$ cat src/rtl/fetch_pkg.sv
// -----------------------------------------------------------------------------
// fetch_pkg
//   Shared definitions for the instruction-fetch stage: FSM state type and the
//   bit positions of the decoder fields inside the 32-bit instruction word.
// -----------------------------------------------------------------------------
package fetch_pkg;

  typedef enum logic [1:0] {
    S_FETCH = 2'd0,
    S_WAIT  = 2'd1,
    S_HOLD  = 2'd2,
    S_DROP  = 2'd3
  } fetch_state_e;

  localparam int OPCODE_MSB = 31;
  localparam int OPCODE_LSB = 29;
  localparam int V_BIT      = 28;
  localparam int FUNCT_MSB  = 27;
  localparam int FUNCT_LSB  = 25;

endpackage

$ cat src/rtl/fetch_stage_if.sv
// -----------------------------------------------------------------------------
// fetch_stage_if
//   Instruction-memory request/response bus between the fetch stage (master)
//   and the instruction memory (slave). One request at a time; the response
//   strobe arrives one or more cycles after the accepted request.
//   imem_req    master -> slave  request, accepted in the cycle it is high
//   imem_addr   master -> slave  request address
//   imem_valid  slave -> master  response strobe
//   imem_rdata  slave -> master  instruction word, valid with imem_valid
// -----------------------------------------------------------------------------
interface fetch_stage_if #(
  parameter int ADDR_WIDTH = 32,
  parameter int DATA_WIDTH = 32
);

  logic                  imem_req;
  logic [ADDR_WIDTH-1:0] imem_addr;
  logic                  imem_valid;
  logic [DATA_WIDTH-1:0] imem_rdata;

  modport master (
    output imem_req,
    output imem_addr,
    input  imem_valid,
    input  imem_rdata
  );

  modport slave (
    input  imem_req,
    input  imem_addr,
    output imem_valid,
    output imem_rdata
  );

endinterface

$ cat src/rtl/if_id_register.sv
// -----------------------------------------------------------------------------
// if_id_register
//   IF/ID pipeline register with flush, hold and load controls.
//   Priority: flush > hold > load. When none is active the register takes a
//   bubble, so the decoder never sees the same instruction twice.
//   Ports:
//     clk, rst_n              clock, async active-low reset
//     flush                   clear valid and instruction (pc fields kept)
//     hold                    keep all contents unchanged
//     load                    capture instr_in / pc_in / pc_plus_in
//     instr_in, pc_in,
//     pc_plus_in              data captured on load
//     instr_o, pc_o,
//     pc_plus_o, valid_o      registered IF/ID contents
// -----------------------------------------------------------------------------
module if_id_register #(
  parameter int DATA_WIDTH = 32,
  parameter int ADDR_WIDTH = 32
) (
  input  logic                  clk,
  input  logic                  rst_n,
  input  logic                  flush,
  input  logic                  hold,
  input  logic                  load,
  input  logic [DATA_WIDTH-1:0] instr_in,
  input  logic [ADDR_WIDTH-1:0] pc_in,
  input  logic [ADDR_WIDTH-1:0] pc_plus_in,
  output logic [DATA_WIDTH-1:0] instr_o,
  output logic [ADDR_WIDTH-1:0] pc_o,
  output logic [ADDR_WIDTH-1:0] pc_plus_o,
  output logic                  valid_o
);

  logic [DATA_WIDTH-1:0] instr_q, instr_d;
  logic [ADDR_WIDTH-1:0] pc_q, pc_d;
  logic [ADDR_WIDTH-1:0] pc_plus_q, pc_plus_d;
  logic                  valid_q, valid_d;

  always_comb begin
    instr_d   = instr_q;
    pc_d      = pc_q;
    pc_plus_d = pc_plus_q;
    valid_d   = valid_q;
    if (flush) begin
      valid_d = 1'b0;
      instr_d = '0;
    end else if (!hold) begin
      if (load) begin
        valid_d   = 1'b1;
        instr_d   = instr_in;
        pc_d      = pc_in;
        pc_plus_d = pc_plus_in;
      end else begin
        // All-zero word decodes as a register-writing op; valid_o=0 gates it.
        valid_d = 1'b0;
        instr_d = '0;
      end
    end
  end

  always_ff @(posedge clk or negedge rst_n) begin
    if (!rst_n) begin
      instr_q   <= '0;
      pc_q      <= '0;
      pc_plus_q <= '0;
      valid_q   <= 1'b0;
    end else begin
      instr_q   <= instr_d;
      pc_q      <= pc_d;
      pc_plus_q <= pc_plus_d;
      valid_q   <= valid_d;
    end
  end

  assign instr_o   = instr_q;
  assign pc_o      = pc_q;
  assign pc_plus_o = pc_plus_q;
  assign valid_o   = valid_q;

endmodule

$ cat src/rtl/fetch_stage.sv
// -----------------------------------------------------------------------------
// fetch_stage
//   Instruction fetch plus IF/ID register, feeding the control-unit decoder.
//   Keeps one instruction-memory request outstanding at most, tolerates any
//   response latency >= 1 cycle, honours decode stall and branch redirect.
//
//   state   | meaning
//   --------+-------------------------------------------------------------
//   S_FETCH | issue request for pc (suppressed while a redirect is present)
//   S_WAIT  | request outstanding, waiting for imem_valid
//   S_HOLD  | word returned during stall, parked in skid buffer
//   S_DROP  | redirected while outstanding; discard the next response
//
//   Ports:
//     clk, rst_n         clock, async active-low reset
//     stall_d            hold IF/ID contents and pc
//     branch_taken_e     redirect to branch_target_e, flushes IF/ID
//     branch_target_e    redirect address (used unaligned as given)
//     imem               instruction-memory bus (master side)
//     instr_d, pc_d,
//     pc_plus_d, valid_d IF/ID contents
//     opcode_d, v_d,
//     funct_d            decoder fields sliced from instr_d
// -----------------------------------------------------------------------------
module fetch_stage
  import fetch_pkg::*;
#(
  parameter int                    DATA_WIDTH = 32,
  parameter int                    ADDR_WIDTH = 32,
  parameter logic [ADDR_WIDTH-1:0] RESET_PC   = '0,
  parameter logic [ADDR_WIDTH-1:0] PC_STEP    = ADDR_WIDTH'(4)
) (
  input  logic                  clk,
  input  logic                  rst_n,
  input  logic                  stall_d,
  input  logic                  branch_taken_e,
  input  logic [ADDR_WIDTH-1:0] branch_target_e,
  fetch_stage_if.master         imem,
  output logic [DATA_WIDTH-1:0] instr_d,
  output logic [ADDR_WIDTH-1:0] pc_d,
  output logic [ADDR_WIDTH-1:0] pc_plus_d,
  output logic                  valid_d,
  output logic [2:0]            opcode_d,
  output logic                  v_d,
  output logic [2:0]            funct_d
);

  fetch_state_e          state_q, state_d;
  logic [ADDR_WIDTH-1:0] fetch_pc_q, fetch_pc_d;
  logic [DATA_WIDTH-1:0] skid_q, skid_d;

  logic [ADDR_WIDTH-1:0] pc_inc;
  logic                  load_en;
  logic [DATA_WIDTH-1:0] load_word;

  // Wraps silently modulo 2^ADDR_WIDTH.
  assign pc_inc = fetch_pc_q + PC_STEP;

  always_comb begin
    state_d    = state_q;
    fetch_pc_d = fetch_pc_q;
    skid_d     = skid_q;
    load_en    = 1'b0;
    load_word  = imem.imem_rdata;

    unique case (state_q)
      S_FETCH: begin
        if (branch_taken_e) begin
          fetch_pc_d = branch_target_e;
        end else begin
          state_d = S_WAIT;
        end
      end

      S_WAIT: begin
        if (branch_taken_e) begin
          fetch_pc_d = branch_target_e;
          // A response in the same cycle is simply ignored; otherwise it is
          // still in flight and must be swallowed before the next request.
          state_d    = imem.imem_valid ? S_FETCH : S_DROP;
        end else if (imem.imem_valid) begin
          if (!stall_d) begin
            load_en    = 1'b1;
            load_word  = imem.imem_rdata;
            fetch_pc_d = pc_inc;
            state_d    = S_FETCH;
          end else begin
            skid_d  = imem.imem_rdata;
            state_d = S_HOLD;
          end
        end
      end

      S_HOLD: begin
        if (branch_taken_e) begin
          fetch_pc_d = branch_target_e;
          state_d    = S_FETCH;
        end else if (!stall_d) begin
          load_en    = 1'b1;
          load_word  = skid_q;
          fetch_pc_d = pc_inc;
          state_d    = S_FETCH;
        end
      end

      S_DROP: begin
        if (branch_taken_e) begin
          fetch_pc_d = branch_target_e;
        end
        if (imem.imem_valid) begin
          state_d = S_FETCH;
        end
      end

      default: begin
        state_d = S_FETCH;
      end
    endcase
  end

  always_ff @(posedge clk or negedge rst_n) begin
    if (!rst_n) begin
      state_q    <= S_FETCH;
      fetch_pc_q <= RESET_PC;
      skid_q     <= '0;
    end else begin
      state_q    <= state_d;
      fetch_pc_q <= fetch_pc_d;
      skid_q     <= skid_d;
    end
  end

  // Gated by rst_n so no request escapes while reset is held, even though
  // the state register already reads S_FETCH.
  assign imem.imem_req  = rst_n && (state_q == S_FETCH) && !branch_taken_e;
  assign imem.imem_addr = fetch_pc_q;

  if_id_register #(
    .DATA_WIDTH (DATA_WIDTH),
    .ADDR_WIDTH (ADDR_WIDTH)
  ) u_if_id (
    .clk        (clk),
    .rst_n      (rst_n),
    .flush      (branch_taken_e),
    .hold       (stall_d),
    .load       (load_en),
    .instr_in   (load_word),
    .pc_in      (fetch_pc_q),
    .pc_plus_in (pc_inc),
    .instr_o    (instr_d),
    .pc_o       (pc_d),
    .pc_plus_o  (pc_plus_d),
    .valid_o    (valid_d)
  );

  assign opcode_d = instr_d[OPCODE_MSB:OPCODE_LSB];
  assign v_d      = instr_d[V_BIT];
  assign funct_d  = instr_d[FUNCT_MSB:FUNCT_LSB];

endmodule

$ cat src/flat_wrapper.sv
// flat-port wrapper written by rule: the top's interface ports become plain ports
module fetch_stage_flat import fetch_pkg::*;
#(
  parameter int                    DATA_WIDTH = 32,
  parameter int                    ADDR_WIDTH = 32,
  parameter logic [ADDR_WIDTH-1:0] RESET_PC   = '0,
  parameter logic [ADDR_WIDTH-1:0] PC_STEP    = ADDR_WIDTH'(4)
)
  (clk, rst_n, stall_d, branch_taken_e, branch_target_e, instr_d, pc_d, pc_plus_d, valid_d, opcode_d, v_d, funct_d, imem_imem_req, imem_imem_addr, imem_imem_valid, imem_imem_rdata);
  fetch_stage_if #(.ADDR_WIDTH(ADDR_WIDTH), .DATA_WIDTH(DATA_WIDTH)) imem_i ();
  input  logic clk;
  input  logic rst_n;
  input  logic stall_d;
  input  logic branch_taken_e;
  input  logic [ADDR_WIDTH-1:0] branch_target_e;
  output logic [DATA_WIDTH-1:0] instr_d;
  output logic [ADDR_WIDTH-1:0] pc_d;
  output logic [ADDR_WIDTH-1:0] pc_plus_d;
  output logic valid_d;
  output logic [2:0] opcode_d;
  output logic v_d;
  output logic [2:0] funct_d;
  output wire logic [$bits(imem_i.imem_req)-1:0] imem_imem_req;
  output wire logic [$bits(imem_i.imem_addr)-1:0] imem_imem_addr;
  input wire logic [$bits(imem_i.imem_valid)-1:0] imem_imem_valid;
  input wire logic [$bits(imem_i.imem_rdata)-1:0] imem_imem_rdata;
  assign imem_imem_req = imem_i.imem_req;
  assign imem_imem_addr = imem_i.imem_addr;
  assign imem_i.imem_valid = imem_imem_valid;
  assign imem_i.imem_rdata = imem_imem_rdata;
  fetch_stage #(.DATA_WIDTH(DATA_WIDTH), .ADDR_WIDTH(ADDR_WIDTH), .RESET_PC(RESET_PC), .PC_STEP(PC_STEP)) u_core (.clk(clk), .rst_n(rst_n), .stall_d(stall_d), .branch_taken_e(branch_taken_e), .branch_target_e(branch_target_e), .imem(imem_i), .instr_d(instr_d), .pc_d(pc_d), .pc_plus_d(pc_plus_d), .valid_d(valid_d), .opcode_d(opcode_d), .v_d(v_d), .funct_d(funct_d));
endmodule
$ cat config.mk
export PLATFORM = sky130hd
export DESIGN_NAME = fetch_stage_flat
export DESIGN_NICKNAME = d
export VERILOG_FILES = /design/src/rtl/fetch_pkg.sv /design/src/rtl/fetch_stage_if.sv /design/src/rtl/if_id_register.sv /design/src/rtl/fetch_stage.sv /design/src/flat_wrapper.sv
export SDC_FILE = /design/constraint.sdc
export NUM_CORES = 1
export LEC_CHECK = 0
export BUFFER_PORTS_ARGS = -buffer_cell sky130_fd_sc_hd__buf_4
export CORE_AREA = 4 4 128 130
export DETAILED_ROUTE_END_ITERATION = 10
export DIE_AREA = 0 0 132 134
export PLACE_DENSITY_LB_ADDON = 0.1
export SLEW_MARGIN = 40
export SYNTH_ARGS = -nofsm -noshare
export SYNTH_HDL_FRONTEND = slang
export SYNTH_SLANG_ARGS = --single-unit
$ cat constraint.sdc
create_clock -name clk -period 4.5 [get_ports clk]
set_input_delay 0.9 -clock clk [delete_from_list [all_inputs] [get_ports clk]]
set_output_delay 0.9 -clock clk [all_outputs]
set_load 0.01 [all_outputs]
After elaboration in Yosys (flattened, before gate mapping)
Index checks and enable logic that the tools add are counted.
Storage, ports and cells
  register bits: 163
  bits of input ports: 69
  logic and storage cells: 55
Operators by class
  add/subtract/negate cells: 1
  eq/ne operators: 9
  muxes and demuxes: 27
  bitwise logic cells: 2
  reductions and logical operators: 9
Operator list (number)
  $mux W32: 9
  $pmux W32 S3: 1
  $add A32 B3 Y32 const B: 1
  $mux W2: 8
  $pmux W2 S4: 1
  $reduce_and A4 Y1: 2
  $mux W1: 7
  $ne A3 B3 Y1 const B: 2
  $eq A2 B2 Y1 const B: 2
  $ne A2 B1 Y1 const B: 2
  $ne A2 B2 Y1 const B: 2
  $reduce_and A3 Y1: 1
  $eq A2 B1 Y1 const B: 1
  $logic_and A1 B1 Y1: 2
  $logic_not A2 Y1: 1
  $not A1 Y1: 2
  $pmux W1 S2: 1
  $reduce_and A2 Y1: 1
  $reduce_or A2 Y1: 1
  $logic_not A1 Y1: 1

Longest topological paths before layout
Gate-level depths: netlist of run 1.
  depth in word-level cells: 7
  depth in mapped cells: 10

Hierarchy
Synthesis of run 1 repeated with hierarchy kept, for this count alone.
Unflattened totals
  cells, all modules: 724
  area total of the unflattened synthesis: 8550.7 µm²
By module, submodules not included
  fetch_stage: times used 1, cells each 442, area each 4414.2 µm², seq. area each 1651.6 µm²
  if_id_register: times used 1, cells each 282, area each 4136.5 µm², seq. area each 2427.3 µm²

Worst setup path before layout of run 1
No wires, ideal clock.
  path type: input -> output
  from: input branch_taken_e
  to: output imem_imem_req
  arrival time: 1460 ps
  required time: 3600 ps
  setup slack: 2140 ps
  stages: 3
  buffers on the path: 1
  cell sequence: inv_1 > clkbuf_1 > and3_1
Between the ends
  longest elaborated chain between the ends: 2
RTL lines
  start: declaration: RTL line flat_wrapper.sv:14  | input logic branch_taken_e;
  $logic_not A1 Y1: RTL line fetch_stage.sv:135  | assign imem.imem_req = rst_n && (state_q == S_FETCH) && !branch_taken_e;
  $logic_and A1 B1 Y1: RTL line fetch_stage.sv:135
  end: declaration: RTL line flat_wrapper.sv:23  | output wire logic [$bits(imem_i.imem_req)-1:0] imem_imem_req;
No other way between the ends.

Worst setup path after layout of run 1
Ends and elaborated chain as after synthesis.

==> results of run 1 <==
[flip-flops by register name, indices dropped and copies added (netlist names)]
register	count
u_core.u_if_id.valid_o	1
u_core.u_if_id.pc_plus_o	30
u_core.skid_q	32
u_core.u_if_id.pc_o	32
u_core.u_if_id.instr_o	32
u_core.state_q	2
u_core.imem.imem_addr	32
[worst max-delay path, cell delays in order]
cell	delay (ps)
buf_4	170
inv_1	300
and3_1	240
buf_4	130
[kinds of logic after synthesis]
family | Yosys count
simple gates | 270
flops | 161
compound gates | 147
buf+inv | 73
mux | 71
xor+xnor | 32
fa+ha+maj | 6
[through the flow]
stage	std cells	area, µm²	setup slack [ps]
2_1_floorplan	760	7540	2140
3_3_place_gp	1095	9090	1740
3_5_place_dp	1099	9180	1730
4_1_cts	1131	9830	1860
5_1_grt	1131	9840	1790
6_report	1131	9840	1860
[final timing paths]
check / slack [ps] / end / cells after the start
max in group asynchronous: 3220 / u_core.u_if_id.instr_o[29]$_DFFE_PN0P_ / 2
worst min register to register: 480 / u_core.u_if_id.instr_o[23]$_DFFE_PN0P_ / 2
worst max-delay path: 1860 / imem_imem_req / 4
min in group clk: 480 / u_core.u_if_id.instr_o[23]$_DFFE_PN0P_ / 2
worst max register to register: 1970 / u_core.imem.imem_addr[28]$_DFFE_PN0P_ / 6
worst min-delay path: 320 / u_core.u_if_id.pc_o[10]$_DFFE_PN0P_ / 1
[layout make-up]
type / count / share of cell area
Inverter: 7 / 0.00267
Tap cell: 188 / 0.0239
Clock inverter: 12 / 0.0210
Clock buffer: 20 / 0.0454
Multi-Input combinational cell: 526 / 0.325
Sequential cell: 161 / 0.410
Timing Repair Buffer: 217 / 0.172
[where the power goes]
| part | total, mW | internal, mW | switching [mW] |
|---|---|---|---|
| combinational | 2.45 | 1.22 | 1.23 |
| clock | 1.59 | 1.00 | 0.584 |
| sequential | 2.54 | 2.00 | 0.545 |
[metal layers]
layer	part of all wire	wire (µm)	track usage
met1	0.45	9130	0.314
met2	0.48	9710	0.372
met3	0.065	1320	0.0578
met4	0.012	255	0.0653
met5	0	0	0
[cells in the final DEF (no fill, tap or decap), drive strengths merged, types with 3 or more instances in the layout]
cell	count
a21oi	25
a22o	3
a22oi	4
a2bb2oi	8
a31oi	3
and3	6
and4	4
buf	217
bufinv	5
clkbuf	20
clkinv	5
dfrtp	161
ha	6
inv	8
mux2	37
mux2i	34
nand2	190
nand3	13
nand4	10
nor2	17
nor2b	4
nor3	7
nor4	6
o21a	3
o21ai	80
o22ai	11
or3	4
or4	3
xnor2	21
xor2	11
==> results.json, run 1 <==
{
  "yosysSeqAreaShare": 0.534,
  "area_growth_pct": 30.4,
  "synth_top_area_frac": 0.534,
  "vias": 6224,
  "place.gp.congestion": 0.818,
  "drive_above_1_share": 0.320,
  "n_fill_cell": 1205,
  "period_share": 0.587,
  "synth-compound-area-share": 0.113,
  "timing.setup.tns_ps": 0,
  "ys_types": 50,
  "avgSynthCellArea_um2": 9.93,
  "cts_root_buffer": "clkbuf_16",
  "clock_latency_ps": 420,
  "synthAdderAreaFrac": 0.00995,
  "place_hpwl_um": 14400,
  "synth_area_leaders": "dfrtp_1 (53%), nand2_1 (9.5%), mux2_2 (5.5%)",
  "netlist_instances": 760,
  "worst_pin_slew_ps": 696,
  "die_w_um": 132,
  "drt.antenna.violating_nets": 0,
  "synth_edf_count": 0,
  "status": "finished, final reports clean",
  "clk_pin_slew_ps": 60,
  "hold_buffers": 0,
  "critPathMaxFanout": 12,
  "dr.pass1.iters": 5,
  "post_cts_resized": 0,
  "slew_headroom": 0.536,
  "yosysWarnings": 0,
  "synthXorXnorAreaFrac": 0.0372,
  "grt.total_usage": 0.231,
  "nNetsFinal": 1005,
  "seqCellArea_um2": 4030,
  "grt_max_degree": 78,
  "final.setup_skew_ps": 9.07,
  "wl_per_cell_um": 18.1,
  "core_um2": 15100,
  "reg2reg_from": "u_core.imem.imem_addr[2]$_DFFE_PN0P_",
  "min_period_ps": 2640,
  "dieArea_um2": 17700,
  "h-tree-depth": 4,
  "hold_path_class": "input pin to asynchronous set/reset pin",
  "yosysMostFrequentCell": "nand2_1",
  "rsz0062_at_grt": "no",
  "multiInputGateArea_um2": 3200,
  "syn_area_um2": 7540,
  "grt_pass1_wl_um": 33000,
  "route.detailed.drc": 0,
  "cap_violations": 0,
  "start_util": 0.498,
  "cts_made_buffers": 17,
  "hold_slack_ps": 324,
  "hold_violations": 0,
  "leakage_nw": 4.66,
  "routed_wl_um": 20400,
  "vias_per_cell": 5.50,
  "worst_setup_path_start_kind": "input pin",
  "clk_path_buf_depth": 2,
  "finalMaxSlewViolations": 0,
  "yosys-mux-area-fraction": 0.100,
  "cts_setup_buffers": 0,
  "drt_iter0_drc": 407,
  "worstSetupStartpoint": "branch_taken_e",
  "overflow": 0,
  "n_antenna_cell": 0,
  "final_core_util": 0.650,
  "port_buffers": 205,
  "cts_sinks": 161,
  "path_class": "input pin to primary output",
  "cp-end-kind": "primary output",
  "ios": 206,
  "critPathRequiredTime_ps": 3600,
  "fmax_mhz": 379,
  "p_total_mw": 6.59,
  "finalSetupViolCount": 0,
  "grt_pass1_vias": 6227,
  "synth_top_family_by_area": "simple AND/OR/NAND/NOR gates",
  "powerDensity_nw_per_um2": 669,
  "yosys_register_bits": 161,
  "synth_nets": 835,
  "cts_tree": "built",
  "synthArstFlopShare": 1.00,
  "synth-simple-area-share": 0.160,
  "cp.arrival_ps": 1740,
  "num_rows": 45,
  "ys.flop_type": "dfrtp_1",
  "die_h_um": 134,
  "ys_top_cells_by_count": "nand2_1 (190), dfrtp_1 (161), o21ai_0 (75)",
  "antenna_found_initial": 0,
  "synth_top_area_cell": "dfrtp_1",
  "vdd_drop_max_mv": 0.290
}
Power figures use the tool's default switching activity.
==> run 2: changes to the inputs <==
Settings changed: ABC_AREA from default to 1, CORE_AREA 4 4 128 130 to 4 4 129 131, DIE_AREA 0 0 132 134 to 0 0 133 135.
Clock period 4.5 ns to 2.49 ns, I/O delays scaled along.
==> results.json, run 2 <==
{
  "status": "finished, final reports clean",
  "core_um2": 15600,
  "cts_sinks": 161,
  "antenna_found_initial": 0,
  "route.detailed.drc": 0,
  "cts_root_buffer": "clkbuf_16",
  "cp-endpoint": "u_core.u_if_id.pc_plus_o[15]$_DFFE_PN0P_",
  "reg2reg_depth": 9,
  "power.switching_mw": 4.62,
  "die_w_um": 133,
  "netlist_instances": 944,
  "overflow": 0,
  "vdd_drop_max_mv": 0.581,
  "path_cells": "inv_1, ha_1, inv_1, nor2_4, nand3_2, inv_2, buf_4, nor2_1, a31oi_1",
  "post_cts_resized": 0,
  "hold_violations": 0,
  "final_common_cell": "nand2_1",
  "synth_nets": 1019,
  "place_hpwl_um": 14400,
  "p_clk_frac": 0.227,
  "ys_types": 30,
  "leakage_nw": 5.13,
  "dr.pass1.iters": 5,
  "wl_per_cell_um": 15.1,
  "critPathRequiredTime_ps": 2820,
  "yosys_register_bits": 161,
  "p_int_mw": 7.46,
  "cp-end-kind": "register",
  "grt_max_degree": 105,
  "worst_setup_path_start_kind": "register",
  "start_util": 0.491,
  "fmax_mhz": 482,
  "drt.antenna.violating_nets": 0,
  "ios": 206,
  "avgSynthCellArea_um2": 8.12,
  "timing.setup.tns_ps": 0,
  "synthArstFlopShare": 1.00,
  "hold_buffers": 0,
  "instances_no_fill": 1354,
  "crit_slowest_cell": "buf_4",
  "crit_buf_inv": 4,
  "port_buffers": 205,
  "synth_top_area_frac": 0.526,
  "worst_pin_slew_ps": 586,
  "cp_common_cell": "inv_1",
  "powerDensity_nw_per_um2": 1220,
  "ys.flop_type": "dfrtp_1",
  "synth_area_leaders": "dfrtp_1 (53%), nand2_1 (15%), o21ai_0 (7.0%)",
  "clock_latency_ps": 420,
  "cts_setup_buffers": 0,
  "placedCellCount": 1323,
  "cpPeakStageDelay_ps": 400,
  "setup_slack_ps": 414,
  "rsz0062_at_grt": "no",
  "die_h_um": 135,
  "area_growth_pct": 29.6,
  "drt_iter0_drc": 433,
  "path_class": "register to register",
  "yosysWarnings": 0,
  "period_share": 0.834,
  "vias_per_cell": 5.05,
  "yosysMostFrequentCell": "nand2_1",
  "place.gp.congestion": 0.896,
  "drive_above_1_share": 0.235,
  "reg2reg_from": "u_core.state_q[0]$_DFFE_PN0P_",
  "combinationalPowerShare": 0.396,
  "routed_wl_um": 20400,
  "path_delay_family": "buffers and inverters",
  "cts_tree": "built",
  "slew_headroom": 0.609,
  "finalSetupViolCount": 0,
  "ys_top_cells_by_count": "nand2_1 (304), dfrtp_1 (161), o21ai_0 (107)",
  "clk_pin_slew_ps": 60,
  "cp.depth": 9,
  "hold_path_class": "input pin to asynchronous set/reset pin",
  "min_period_ps": 2080,
  "grt.total_usage": 0.234,
  "clk_path_buf_depth": 2,
  "finalMaxSlewViolations": 0,
  "post-place-ws_ps": 446,
  "p_sw_frac": 0.383,
  "syn_area_um2": 7660,
  "power_frac_seq": 0.377,
  "worstSetupStartpoint": "u_core.state_q[0]$_DFFE_PN0P_",
  "cap_violations": 0,
  "cp.arrival_ps": 2410,
  "vias": 6838,
  "reg2reg_slack_ps": 410,
  "yosysSeqAreaShare": 0.526,
  "critPathMaxFanout": 39,
  "n_antenna_cell": 0,
  "num_rows": 46,
  "r2r_end": "u_core.u_if_id.pc_plus_o[15]$_DFFE_PN0P_",
  "grt_pass1_vias": 6590,
  "h-tree-depth": 4,
  "final_cell_mix": "nand2_1 (304), buf_4 (215), dfrtp_1 (161)",
  "final.setup_skew_ps": 6.33,
  "synth_top_area_cell": "dfrtp_1",
  "cts_made_buffers": 17,
  "synth_edf_count": 0,
  "dieArea_um2": 18000,
  "nNetsFinal": 1201,
  "grt_pass1_wl_um": 33900
}
run 2: power by group through the flow:
stage	clock network [mW]	logic (mW)	registers, mW
floorplan	0	2.41	4.76
global placement	0	4.72	4.56
detailed placement	0	4.81	4.58
CTS	2.80	4.85	4.55
global route	2.91	5.40	4.72
finish	2.75	4.78	4.55
run 2: cells by family (layout without fill, tap and decap cells):
group / Yosys count / count (layout) / synth area share
compound gates: 183 / 183 / 0.139
xor+xnor: 7 / 7 / 0.00800
fa+ha+maj: 6 / 6 / 0.00980
buf+inv: 136 / 330 / 0.0793
flops: 161 / 161 / 0.526
simple gates: 451 / 451 / 0.238
run 2: cell type report:
type	count	area (µm²)
tap	216	270
sequential	161	4030
multi-input combinational	647	3030
inverter	81	304
clock inverter	8	125
fill	1383	5660
clock buffer	23	498
timing repair buffer	218	1670
run 2: metal layers:
metal	track usage	wire length, µm
met1	0.318	8890
met3	0.0525	1330
met5	0	0
met4	0.0953	567
met2	0.365	9610
run 2: how the worst min path moves through the flow:
stage,startpoint,endpoint,slack [ps]
3_3_place_gp,u_core.skid_q[5]$_DFFE_PN0P_,u_core.skid_q[5]$_DFFE_PN0P_,470
2_1_floorplan,rst_n,u_core.imem.imem_addr[0]$_DFFE_PN0P_,200
3_5_place_dp,u_core.u_if_id.pc_plus_o[22]$_DFFE_PN0P_,u_core.u_if_id.pc_plus_o[22]$_DFFE_PN0P_,470
4_1_cts,rst_n,u_core.u_if_id.pc_plus_o[8]$_DFFE_PN0P_,70
6_report,rst_n,u_core.u_if_id.pc_o[6]$_DFFE_PN0P_,70
5_1_grt,rst_n,u_core.u_if_id.pc_o[6]$_DFFE_PN0P_,90
run 2: worst reg2reg max path: stages, from the launching register on:
cell	delay [ps]
dfrtp_1	380
inv_1	110
ha_1	300
inv_1	70
nor2_4	290
nand3_2	150
inv_2	70
buf_4	400
nor2_1	90
a31oi_1	150
run 2: through the flow:
stage / util / total power, mW / instance area (µm²) / hold WS, ps
after floorplan: - / 7.17 / 7660 / 202
after CTS: 0.637 / 12.2 / 9930 / 73.0
after global routing: 0.637 / 13.0 / 9930 / 86.4
after detailed placement: 0.597 / 9.39 / 9310 / 467
after global placement: 0.595 / 9.28 / 9280 / 466
final: 0.637 / 12.1 / 9930 / 67.7
==> run 3: changes to the inputs <==
Settings changed: ABC_AREA 1 to 0, CORE_AREA 4 4 129 131 to 4 4 128 130, DIE_AREA 0 0 133 135 to 0 0 132 134.
Clock period 2.49 ns to 2 ns, I/O delays scaled along.
==> results.json, run 3 (synthesized netlist as in run 1, its figures left out) <==
{
  "start_util": 0.498,
  "met1_usage": 0.329,
  "grt_pass1_vias": 6448,
  "finalSetupViolCount": 2,
  "num_rows": 45,
  "hold_buffers": 0,
  "path_class": "register to register",
  "grt_max_degree": 90,
  "vdd_drop_max_mv": 0.658,
  "leakage_nw": 4.89,
  "place_hpwl_um": 14900,
  "path_delay_family": "simple AND/OR/NAND/NOR gates",
  "period_share": 1.04,
  "area_growth_pct": 35.4,
  "final_core_util": 0.674,
  "grt_pass1_wl_um": 34300,
  "die_w_um": 132,
  "dieArea_um2": 17700,
  "ios": 206,
  "r2r_end": "u_core.imem.imem_addr[28]$_DFFE_PN0P_",
  "finalMaxSlewViolations": 0,
  "worst_setup_path_start_kind": "register",
  "die_h_um": 134,
  "hold_path_class": "input pin to asynchronous set/reset pin",
  "clk_pin_slew_ps": 60,
  "final.setup_skew_ps": 4.28,
  "grt_use_met3": 0.0660,
  "clock_latency_ps": 420,
  "violations": "setup timing",
  "status": "finished, violations left",
  "vias": 6510,
  "cap_violations": 0,
  "min_period_ps": 2080,
  "final_cell_mix": "buf_4 (255), nand2_1 (190), dfrtp_1 (159)",
  "setup_slack_ps": -81.9,
  "antenna_found_initial": 0,
  "powerDensity_nw_per_um2": 1460,
  "placedCellCount": 1144,
  "rsz0062_at_grt": "yes",
  "crit_buf_inv": 1,
  "worst_pin_slew_ps": 673,
  "n_antenna_cell": 0,
  "overflow": 0,
  "cts_made_buffers": 17,
  "cpPeakStageDelay_ps": 570,
  "grt.total_usage": 0.241,
  "port_buffers": 205,
  "nNetsFinal": 1053,
  "reg2reg_from": "u_core.imem.imem_addr[7]$_DFFE_PN0P_",
  "drt_iter0_drc": 445,
  "drt.antenna.violating_nets": 0,
  "gr-max-usage-layer": "met2",
  "cp-end-kind": "register",
  "drive_above_1_share": 0.368,
  "path_cells": "nand3_4, or4_4, nor4_1, buf_4, o21ai_0, a21o_1",
  "reg2reg_depth": 6,
  "dr.pass1.iters": 5,
  "slew_headroom": 0.551,
  "final_common_cell": "buf_4",
  "place.gp.congestion": 0.836,
  "instances_no_fill": 1179,
  "route.detailed.drc": 0,
  "crit_slowest_cell": "or4_4",
  "critPathMaxFanout": 6,
  "clk_path_buf_depth": 2,
  "cp.arrival_ps": 2390,
  "n_fill_cell": 1217,
  "use_met2": 0.379,
  "h-tree-depth": 4,
  "routed_wl_um": 21400,
  "core_um2": 15100,
  "cts_tree": "built",
  "fmax_mhz": 480,
  "critPathRequiredTime_ps": 2310,
  "hold_violations": 0,
  "cts_sinks": 161,
  "cts_root_buffer": "clkbuf_16",
  "reg2reg_slack_ps": -80,
  "wl_per_cell_um": 18.2,
  "vias_per_cell": 5.52
}
-- run 3: report_power, final --
| part | switching (mW) | total, mW | internal (mW) |
|---|---|---|---|
| combinational | 3.33 | 6.48 | 3.14 |
| clock | 1.32 | 3.10 | 1.78 |
| sequential | 0.816 | 5.32 | 4.51 |
-- run 3: timing repair --
item | in CTS | in global routing
buffers inserted | 0 | 2
gates cloned | 0 | 1
setup endpoints to repair | 2 | 45
resized for setup | 1 | 15
pin swaps | 0 | 2
-- run 3: worst max-delay path by stage --
| stage | from | endpoint | slack, ps | cells past startpoint |
|---|---|---|---|---|
| final | u_core.imem.imem_addr[7]$_DFFE_PN0P_ | u_core.imem.imem_addr[28]$_DFFE_PN0P_ | -80 | 6 |
| after global routing | u_core.imem.imem_addr[7]$_DFFE_PN0P_ | u_core.imem.imem_addr[28]$_DFFE_PN0P_ | -110 | 6 |
| after CTS | u_core.state_q[1]$_DFFE_PN0P_ | u_core.imem.imem_addr[11]$_DFFE_PN0P_ | 8 | 7 |
| after detailed placement | u_core.imem.imem_addr[2]$_DFFE_PN0P_ | u_core.u_if_id.pc_plus_o[22]$_DFFE_PN0P_ | -5 | 6 |
| after global placement | u_core.imem.imem_addr[2]$_DFFE_PN0P_ | u_core.imem.imem_addr[22]$_DFFE_PN0P_ | 90 | 6 |
| after floorplan | u_core.imem.imem_addr[2]$_DFFE_PN0P_ | u_core.imem.imem_addr[22]$_DFFE_PN0P_ | -5 | 6 |
-- run 3: routing by layer --
metal  routed length (µm)  vias up
li1                     -     3022
met1                 9230     3185
met2                10200      276
met3                 1710       27
met4                  332        0
met5                    0        -
-- run 3: through the flow --
step           hold slack (ps)  TNS [ps]  worst slack (ps)  power (mW)  area (µm²)
3_5_place_dp               464     -4.80             -4.80        11.7        9530
2_1_floorplan              104     -4.83             -4.83        8.75        7560
4_1_cts                   26.2         0              8.33        14.9       10100
6_report                  24.6     -85.4             -81.9        14.9       10200
5_1_grt                   41.8      -158              -109        15.9       10200
3_3_place_gp               460         0              92.4        11.5        9530
-- run 3: layout make-up --
cell class,instances,area [µm²],area share
Sequential cell,161,4030,0.395
Multi-Input combinational cell,526,3260,0.319
Timing Repair Buffer,265,2090,0.205
Clock buffer,20,457,0.0447
Tap cell,188,235,0.0230
Clock inverter,12,111,0.0109
Inverter,7,26.3,0.00257
